File: src/rtl/k_fifo2_ctrl.sv
// Handshake sequencer for a 2-entry dual-port RAM: pointer pair with wrap bit, full/empty/count.
// Optional sticky overflow/underflow flags when K_FIFO2_ERR_FLAG_EN is defined.
module k_fifo2_ctrl #(
    parameter int data_size = 8,
    parameter int depth     = 2
) (
    input  logic                 clk,
    input  logic                 rst,
    input  logic                 in_valid,
    output logic                 in_ready,
    input  logic [data_size-1:0] in_data,
    output logic                 out_valid,
    input  logic                 out_ready,
    output logic [data_size-1:0] out_data,
    output logic [data_size-1:0] ram_d,
    output logic                 ram_wen,
    output logic                 ram_waddr,
    output logic                 ram_raddr,
    input  logic [data_size-1:0] ram_q,
    output logic                 full,
    output logic                 empty,
    output logic [1:0]           count
`ifdef K_FIFO2_ERR_FLAG_EN
    ,
    output logic                 ovf,
    output logic                 unf
`endif
);

    generate
        if (depth != 2) begin : g_bad_depth
            $error("k_fifo2_ctrl: depth must be 2");
        end
    endgenerate

    // Bit 0 addresses the RAM, bit 1 distinguishes full from empty when addresses match.
    logic [1:0] wptr_reg, wptr_next;
    logic [1:0] rptr_reg, rptr_next;
    logic       push;
    logic       pop;

    always_comb begin
        empty     = (wptr_reg == rptr_reg);
        full      = (wptr_reg[0] == rptr_reg[0]) && (wptr_reg[1] != rptr_reg[1]);
        count     = wptr_reg - rptr_reg;
        in_ready  = !full;
        out_valid = !empty;
        push      = in_valid && in_ready;
        pop       = out_valid && out_ready;
        wptr_next = wptr_reg + {1'b0, push};
        rptr_next = rptr_reg + {1'b0, pop};
    end

    // Mask the write strobe during reset so a held in_valid cannot corrupt RAM.
    assign ram_wen   = push && !rst;
    assign ram_waddr = wptr_reg[0];
    assign ram_raddr = rptr_reg[0];
    assign ram_d     = in_data;
    assign out_data  = ram_q;

    always_ff @(posedge clk or posedge rst) begin
        if (rst) begin
            wptr_reg <= 2'd0;
            rptr_reg <= 2'd0;
        end else begin
            wptr_reg <= wptr_next;
            rptr_reg <= rptr_next;
        end
    end

`ifdef K_FIFO2_ERR_FLAG_EN
    logic ovf_reg;
    logic unf_reg;

    always_ff @(posedge clk or posedge rst) begin
        if (rst) begin
            ovf_reg <= 1'b0;
            unf_reg <= 1'b0;
        end else begin
            if (in_valid && full)
                ovf_reg <= 1'b1;
            if (out_ready && empty)
                unf_reg <= 1'b1;
        end
    end

    assign ovf = ovf_reg;
    assign unf = unf_reg;
`endif

endmodule

File: config.mk
export PLATFORM = sky130hd
export DESIGN_NAME = k_fifo2_ctrl
export DESIGN_NICKNAME = d
export VERILOG_FILES = /design/src/rtl/k_fifo2_ctrl.sv
export SDC_FILE = /design/constraint.sdc
export NUM_CORES = 1
export LEC_CHECK = 0
export ABC_AREA = 1
export BUFFER_PORTS_ARGS = -buffer_cell sky130_fd_sc_hd__buf_2
export CORE_UTILIZATION = 28
export DETAILED_ROUTE_END_ITERATION = 8
export PLACE_DENSITY = 0.76
export SETUP_SLACK_MARGIN = 0.4
export SYNTH_ARGS = -nofsm -noshare
export SYNTH_HDL_FRONTEND = slang
export SYNTH_SLANG_ARGS = --single-unit
File: constraint.sdc
create_clock -name clk -period 1.3 [get_ports clk]
set_input_delay 0.065 -clock clk [delete_from_list [all_inputs] [get_ports clk]]
set_output_delay 0.065 -clock clk [all_outputs]
set_load 0.05 [all_outputs]
==> results of run 1 <==
==> stage by stage <==
step	util	std cells	cell area, sq um
floorplan	-	45	424
global placement	0.317	60	413
detailed placement	0.317	60	413
CTS	0.410	64	533
global route	0.433	65	563
finish	0.433	65	563
==> worst min path at each step <==
stage	from	endpoint	slack, ns	depth (start not counted)
2_1_floorplan	rst	rptr_reg[1]$_DFF_PP0_	-0.17	1
3_3_place_gp	rst	wptr_reg[1]$_DFF_PP0_	-0.03	2
3_5_place_dp	rst	wptr_reg[1]$_DFF_PP0_	-0.03	2
4_1_cts	ram_q[3]	out_data[3]	0.13	0
5_1_grt	in_data[7]	ram_d[7]	0.13	0
6_report	ram_q[6]	out_data[6]	0.13	0
==> cell usage in the layout, fill, tap and decap left out <==
| master | instances |
|---|---|
| buf_6 | 8 |
| inv_2 | 5 |
| buf_8 | 5 |
| nand2_2 | 4 |
| nand2_4 | 3 |
| clkbuf_4 | 3 |
| buf_2 | 3 |
| inv_1 | 2 |
| xor2_1 | 2 |
| ha_4 | 2 |
| dfrtp_2 | 2 |
| dfrtp_1 | 2 |
| clkinvlp_4 | 1 |
| nand3_4 | 1 |
| nand2_1 | 1 |
| nand3b_1 | 1 |
| nor2_4 | 1 |
| inv_4 | 1 |
| ha_2 | 1 |
| dlygate4sd3_1 | 1 |
| buf_4 | 1 |
==> area by class of cell <==
class                   count  area share
multi-input cells          16       0.322
well taps                  15      0.0333
repair buffers             18       0.351
inverters                   9      0.0711
clock buffers               3      0.0400
flip-flops and latches      4       0.182
==> synth_stat cells <==
| master | instances |
|---|---|
| buf_4 | 16 |
| dfrtp_1 | 4 |
| ha_1 | 3 |
| inv_1 | 7 |
| inv_2 | 2 |
| nand2_1 | 2 |
| nand2_2 | 4 |
| nand2_4 | 2 |
| nand3_2 | 1 |
| nand3b_1 | 1 |
| nor2_2 | 1 |
| xor2_1 | 2 |
==> per-layer routing <==
metal  share of wire  wire (um)  vias to the layer above
met1            0.33        227                      130
met5               0          0                        -
met4          0.0057          4                        0
met3           0.056         39                        2
li1                -          -                      128
met2            0.61        426                        6
==> worst max-delay path, delay by kind of cell, from the launching register on <==
family	cells	cell delay, ns
flops	1	0.42
fa+ha+maj	1	0.27
simple gates	3	0.25
buf+inv	1	0.16
==> what timing repair did <==
action	CTS	global route
buffers inserted	0	1
pin swaps	3	2
endpoints found under the setup margin	13	13
resized for setup	27	6
endpoints found under the hold margin	4	0
hold buffers	1	0
==> cells by family (layout without fill, tap and decap cells) <==
kind of cell  Yosys count  in the layout  synth area share
fa+ha+maj               3              3            0.0968
flops                   4              4             0.258
xor+xnor                2              2            0.0452
buf+inv                25             30             0.397
simple gates           11             11             0.203
==> results.json, run 1 <==
{
  "synth.top_cell.area_share": 0.310,
  "use_met2": 0.188,
  "clk_pin_slew_ns": 0.04,
  "grt_max_degree": 5,
  "r2r_end": "wptr_reg[1]$_DFF_PP0_",
  "regArea_sq_um": 103,
  "via_per_inst": 4.09,
  "hold_class": "input pin to output port",
  "fp.dieW_um": 39.2,
  "cts_made_buffers": 3,
  "busiest_layer": "met2",
  "drc": 0,
  "areaGrowthSynthToFinish_pct": 45.2,
  "drive_above_1_share": 0.820,
  "gp_congestion": 0.624,
  "netlist_area_sq_um": 388,
  "clock_latency_ns": 0.23,
  "grt_first_pass_wirelength_um": 1160,
  "ys_ff_latch": 4,
  "cp-start-kind": "flop",
  "num_rows": 13,
  "tns_ns": -0.412,
  "clock-sinks": 4,
  "status": "finished, violations left",
  "worstSetupPathType": "flop to output port",
  "slowest_delay_ns": 0.42,
  "maxCapViolations": 0,
  "violations": "setup timing",
  "cts_tree": "built",
  "io_buffers": 12,
  "use_met1": 0.117,
  "dr_total_vias": 266,
  "synth_area_leaders": "buf_4, dfrtp_1, ha_1",
  "die_h_um": 39.2,
  "netlist.top_cell.by_area": "buf_4",
  "ant_nets": 0,
  "yosys_warnings": 0,
  "grt_util_all_layers": 0.122,
  "crit_required_ns": 1.24,
  "grt_pass1_vias": 296,
  "fin_crit_sh": 1.07,
  "postSynthCellCount": 45,
  "reg2reg_slack_ns": -0.06,
  "multi_input_area_sq_um": 181,
  "top_level_ports": 45,
  "critPathSlowestCell": "dfrtp_2",
  "h-tree-depth": 1,
  "drtIter0Drc": 2,
  "fillers": 130,
  "r2r-start": "rptr_reg[0]$_DFF_PP0_",
  "setup_viol": 7,
  "rsz0062_at_grt": "yes",
  "yosysUniqueCellTypes": 12,
  "finalCriticalPeriod_ns": 1.39,
  "ys_seq_area_frac": 0.258,
  "crit_path_end_kind": "output port",
  "cp-endpoint": "ram_wen",
  "dp_hpwl_um": 499,
  "antenna_cells": 0,
  "final-hold-violation-count": 0,
  "antenna_found_initial": 0,
  "path_max_fanout": 3,
  "core_area_sq_um": 1300,
  "grt-ovfl-total": 0,
  "reg2regPathDepth": 6,
  "use_met3": 0.0405,
  "clock.fmax_ghz": 0.718,
  "die_area_sq_um": 1540,
  "clockBufferDepth": 2,
  "crit_start": "rptr_reg[0]$_DFF_PP0_",
  "routed_wl_um": 697,
  "syn_nets": 68,
  "hold_ws_ns": 0.130,
  "slew_viol_final": 0,
  "syn_area_per_cell_sq_um": 8.62,
  "initial_core_util": 0.298,
  "root_buffer": "clkbuf_4",
  "routedWlPerCell_um": 10.7,
  "preCtsSetupSlack_ns": -0.0349,
  "crit_chain": "ha_4, nand3_4, nand2_2, nor2_4, buf_6",
  "slew_headroom": 0.883,
  "final_nets": 75,
  "tightest_slew_ns": 0.175,
  "fin_ws_ns": -0.0927,
  "firstDrtPassIters": 4,
  "skew_ns": 0.000387,
  "arrival_ns": 1.33
}
Power of run 1 is not shown: default switching activity piles up to over one toggle a cycle in this logic, so the estimate is an artifact.
==> inputs of run 2 (changes only) <==
- PLACE_DENSITY: 0.76 -> 0.72
==> results.json, run 2 (synthesis gave the netlist of run 1 again) <==
{
  "grt-ovfl-total": 0,
  "rsz0062_at_grt": "yes",
  "h-tree-depth": 1,
  "drc": 0,
  "setup_viol": 6,
  "clock-sinks": 4,
  "crit_required_ns": 1.24,
  "fin_ws_ns": -0.117,
  "routedWlPerCell_um": 10.4,
  "root_buffer": "clkbuf_4",
  "r2r-start": "rptr_reg[0]$_DFF_PP0_",
  "arrival_ns": 1.35,
  "num_rows": 13,
  "clock_latency_ns": 0.24,
  "via_per_inst": 4.08,
  "cts_tree": "built",
  "drive_above_1_share": 0.824,
  "io_buffers": 12,
  "preCtsSetupSlack_ns": -0.0339,
  "ant_nets": 0,
  "hold_end": "out_data[0]",
  "reg2reg_slack_ns": -0.03,
  "top_level_ports": 45,
  "core_area_sq_um": 1300,
  "clock.fmax_ghz": 0.705,
  "fp.dieW_um": 39.2,
  "final_cell_mix": "buf_8, inv_2, buf_6",
  "hold_path_depth": 0,
  "fin_crit_sh": 1.09,
  "reg2regPathDepth": 6,
  "hold_class": "input pin to output port",
  "final_nets": 76,
  "routed_wl_um": 689,
  "finalCriticalPeriod_ns": 1.42,
  "die_area_sq_um": 1540,
  "dr_total_vias": 269,
  "drtIter0Drc": 0,
  "dp_hpwl_um": 462,
  "antenna_found_initial": 0,
  "cts_made_buffers": 3,
  "initial_core_util": 0.298,
  "final-hold-violation-count": 0,
  "slew_viol_final": 0,
  "grt_util_all_layers": 0.117,
  "tightest_slew_ns": 0.204,
  "worstHoldStart": "ram_q[0]",
  "grt_pass1_vias": 246,
  "skew_ns": 0.00476,
  "die_h_um": 39.2,
  "r2r_end": "wptr_reg[1]$_DFF_PP0_",
  "gp_congestion": 0.578,
  "worstSetupPathType": "flop to output port",
  "cp-start-kind": "flop",
  "firstDrtPassIters": 1,
  "antenna_cells": 0,
  "violations": "setup timing",
  "final_common_cell": "buf_8",
  "clockBufferDepth": 2,
  "grt_first_pass_wirelength_um": 1060,
  "slew_headroom": 0.863,
  "crit_path_end_kind": "output port",
  "grt_max_degree": 5,
  "path_max_fanout": 3,
  "areaGrowthSynthToFinish_pct": 52.3,
  "status": "finished, violations left",
  "clk_pin_slew_ns": 0.04,
  "maxCapViolations": 0
}
run 2: cell count changes in the layout (fill, tap and decap cells not counted), sizes merged:
cell and delta:
buf +1
run 2: how the worst max path moves through the flow:
stage / end / slack, ns / from
global route: full / -0.16 / rptr_reg[0]$_DFF_PP0_
CTS: ram_wen / -0.12 / wptr_reg[0]$_DFF_PP0_
floorplan: wptr_reg[1]$_DFF_PP0_ / -0.35 / wptr_reg[0]$_DFF_PP0_
finish: full / -0.12 / rptr_reg[0]$_DFF_PP0_
global placement: wptr_reg[1]$_DFF_PP0_ / -0.03 / rptr_reg[0]$_DFF_PP0_
detailed placement: wptr_reg[1]$_DFF_PP0_ / -0.03 / rptr_reg[0]$_DFF_PP0_
run 2: area by class of cell:
| class | instances | area (sq um) |
|---|---|---|
| Fill cell | 126 | 711 |
| Timing Repair Buffer | 19 | 213 |
| Multi-Input combinational cell | 16 | 196 |
| Sequential cell | 4 | 103 |
| Inverter | 9 | 37.5 |
| Clock buffer | 3 | 22.5 |
| Tap cell | 15 | 18.8 |
run 2: repair_timing:
item | CTS | global route
cloned | 0 | 0
hold buffers | 1 | 0
endpoints found under the setup margin | 13 | 13
endpoints found under the hold margin | 4 | 0
buffers inserted | 1 | 1
gates resized for setup | 31 | 5
pin swaps | 2 | 3
run 2: metal layers:
layer	share of wire	global-route usage	up-vias
met5	0	0	-
met4	0.030	0.164	0
met3	0.064	0.0462	2
met2	0.54	0.175	8
met1	0.36	0.101	131
li1	-	-	128
run 2: worst max-delay path: stages, from the launching register on:
cell and delay [ns]:
dfrtp_2 0.42, ha_4 0.31, nand3_4 0.09, buf_6 0.13, inv_2 0.05, buf_8 0.13
run 2: stage by stage:
step	util	hold slack [ns]	TNS, ns	instance area (sq um)	cells
final	0.454	0.130	-0.452	591	66
after detailed placement	0.317	-0.0235	-0.0418	413	60
after global routing	0.454	0.130	-0.743	591	66
after floorplan	-	-0.169	-1.69	424	45
after CTS	0.427	0.130	-0.519	556	65
after global placement	0.317	-0.0323	-0.0314	413	60
Power of run 2 is left out for the same reason.
==> inputs of run 3 (changes only) <==
- CORE_AREA: unset -> 2 2 39 41
- CORE_UTILIZATION: 28 -> unset
- DIE_AREA: unset -> 0 0 41 43
- PLACE_DENSITY: 0.72 -> unset
- PLACE_DENSITY_LB_ADDON: unset -> 0.3
- clock period: 1.3 -> 1.7 ns (I/O delays scaled with it)
==> results.json, run 3 (synthesis gave the netlist of run 1 again) <==
{
  "cts_made_buffers": 3,
  "dp_hpwl_um": 449,
  "clk_pin_slew_ns": 0.03,
  "crit_chain": "ha_4, nand3_4, nand2_4, nor2_4, buf_6",
  "clock-sinks": 4,
  "top_level_ports": 45,
  "hold_class": "input pin to output port",
  "utilization": 0.354,
  "gp_congestion": 0.615,
  "root_buffer": "clkbuf_4",
  "die_h_um": 43,
  "setup_viol": 0,
  "drtIter0Drc": 0,
  "crit_required_ns": 1.62,
  "fin_crit_sh": 0.805,
  "drc": 0,
  "core_area_sq_um": 1380,
  "grt_util_all_layers": 0.0838,
  "slew_viol_final": 0,
  "h-tree-depth": 1,
  "tightest_slew_ns": 0.252,
  "io_buffers": 12,
  "grt-ovfl-total": 0,
  "clock.fmax_ghz": 0.731,
  "dr_total_vias": 235,
  "status": "complete, no violations",
  "routed_wl_um": 555,
  "firstDrtPassIters": 1,
  "slowest_delay_ns": 0.41,
  "critPathSlowestCell": "dfrtp_2",
  "rsz0062_at_grt": "yes",
  "grt_first_pass_wirelength_um": 945,
  "clockBufferDepth": 2,
  "fillers": 146,
  "die_area_sq_um": 1760,
  "fp.dieW_um": 41,
  "clock_latency_ns": 0.23,
  "final_cell_mix": "buf_2, inv_1, inv_2, nand2_2",
  "worstSetupPathType": "flop to output port",
  "crit_path_end_kind": "output port",
  "routedWlPerCell_um": 8.81,
  "areaGrowthSynthToFinish_pct": 26.5,
  "cp-start-kind": "flop",
  "final_common_cell": "buf_2",
  "slew_headroom": 0.833,
  "ant_nets": 0,
  "tns_ns": 0,
  "arrival_ns": 1.28,
  "final_nets": 72,
  "antenna_found_initial": 0,
  "finalCriticalPeriod_ns": 1.37,
  "maxCapViolations": 0,
  "grt_max_degree": 5,
  "antenna_cells": 0,
  "hold_ws_ns": 0.170,
  "via_per_inst": 3.73,
  "final-hold-violation-count": 0,
  "skew_ns": 0.000619,
  "grt_pass1_vias": 252,
  "cts_tree": "built",
  "drive_above_1_share": 0.766,
  "num_rows": 14,
  "path_max_fanout": 3,
  "initial_core_util": 0.280
}
run 3: cell count changes in the layout (fill, tap and decap cells not counted):
cell     before  now
nand2_2       3    4
buf_8         7    2
ha_4          3    2
nand2_4       4    3
inv_2         6    4
buf_6         6    3
ha_2          0    1
buf_2         3    6
buf_4         2    3
inv_1         2    4
run 3: worst paths after layout:
kind | start | end | slack, ns | depth (start not counted)
worst max register to register | rptr_reg[0]$_DFF_PP0_ | wptr_reg[1]$_DFF_PP0_ | 0.38 | 6
max in group asynchronous | rst | wptr_reg[0]$_DFF_PP0_ | 1.22 | 3
min in group asynchronous | rst | rptr_reg[1]$_DFF_PP0_ | 0.32 | 3
worst max-delay path | rptr_reg[0]$_DFF_PP0_ | ram_wen | 0.33 | 5
worst min-delay path | ram_q[0] | out_data[0] | 0.17 | 0
worst min register to register | rptr_reg[1]$_DFF_PP0_ | rptr_reg[1]$_DFF_PP0_ | 0.52 | 1
run 3: critical path, delay by kind of cell (launching register included):
family	cells	cell delay, ns
DFF	1	0.41
and+or+nand+nor	3	0.19
buffers and inverters	1	0.14
adders and majority gates	1	0.30
run 3: cell type report:
cell class,instances,area [sq um],area share
Inverter,9,37.5,0.0765
Tap cell,16,20.0,0.0408
Multi-Input combinational cell,16,181,0.370
Sequential cell,4,103,0.209
Clock buffer,3,22.5,0.0459
Timing Repair Buffer,15,126,0.258
run 3: stage by stage:
stage,setup slack [ns],instances,area (sq um)
6_report,0.332,63,490
5_1_grt,0.279,63,490
4_1_cts,0.296,63,478
3_5_place_dp,0.350,57,379
3_3_place_gp,0.359,57,379
2_1_floorplan,0.0494,45,419
run 3: what timing repair did:
item,in CTS,in global routing
hold endpoints to repair,4,0
gates resized for setup,14,3
setup buffers,2,0
endpoints found under the setup margin,9,8
pin swaps,2,2
hold buffers,1,0
run 3: routing by layer:
layer | GRT usage | part of all wire | up-vias
met5 | 0 | 0 | -
met4 | 0.100 | 0 | 0
met3 | 0.0366 | 0.095 | 0
met2 | 0.109 | 0.61 | 7
met1 | 0.0850 | 0.30 | 107
li1 | - | - | 121
Power of run 3 is left out for the same reason.
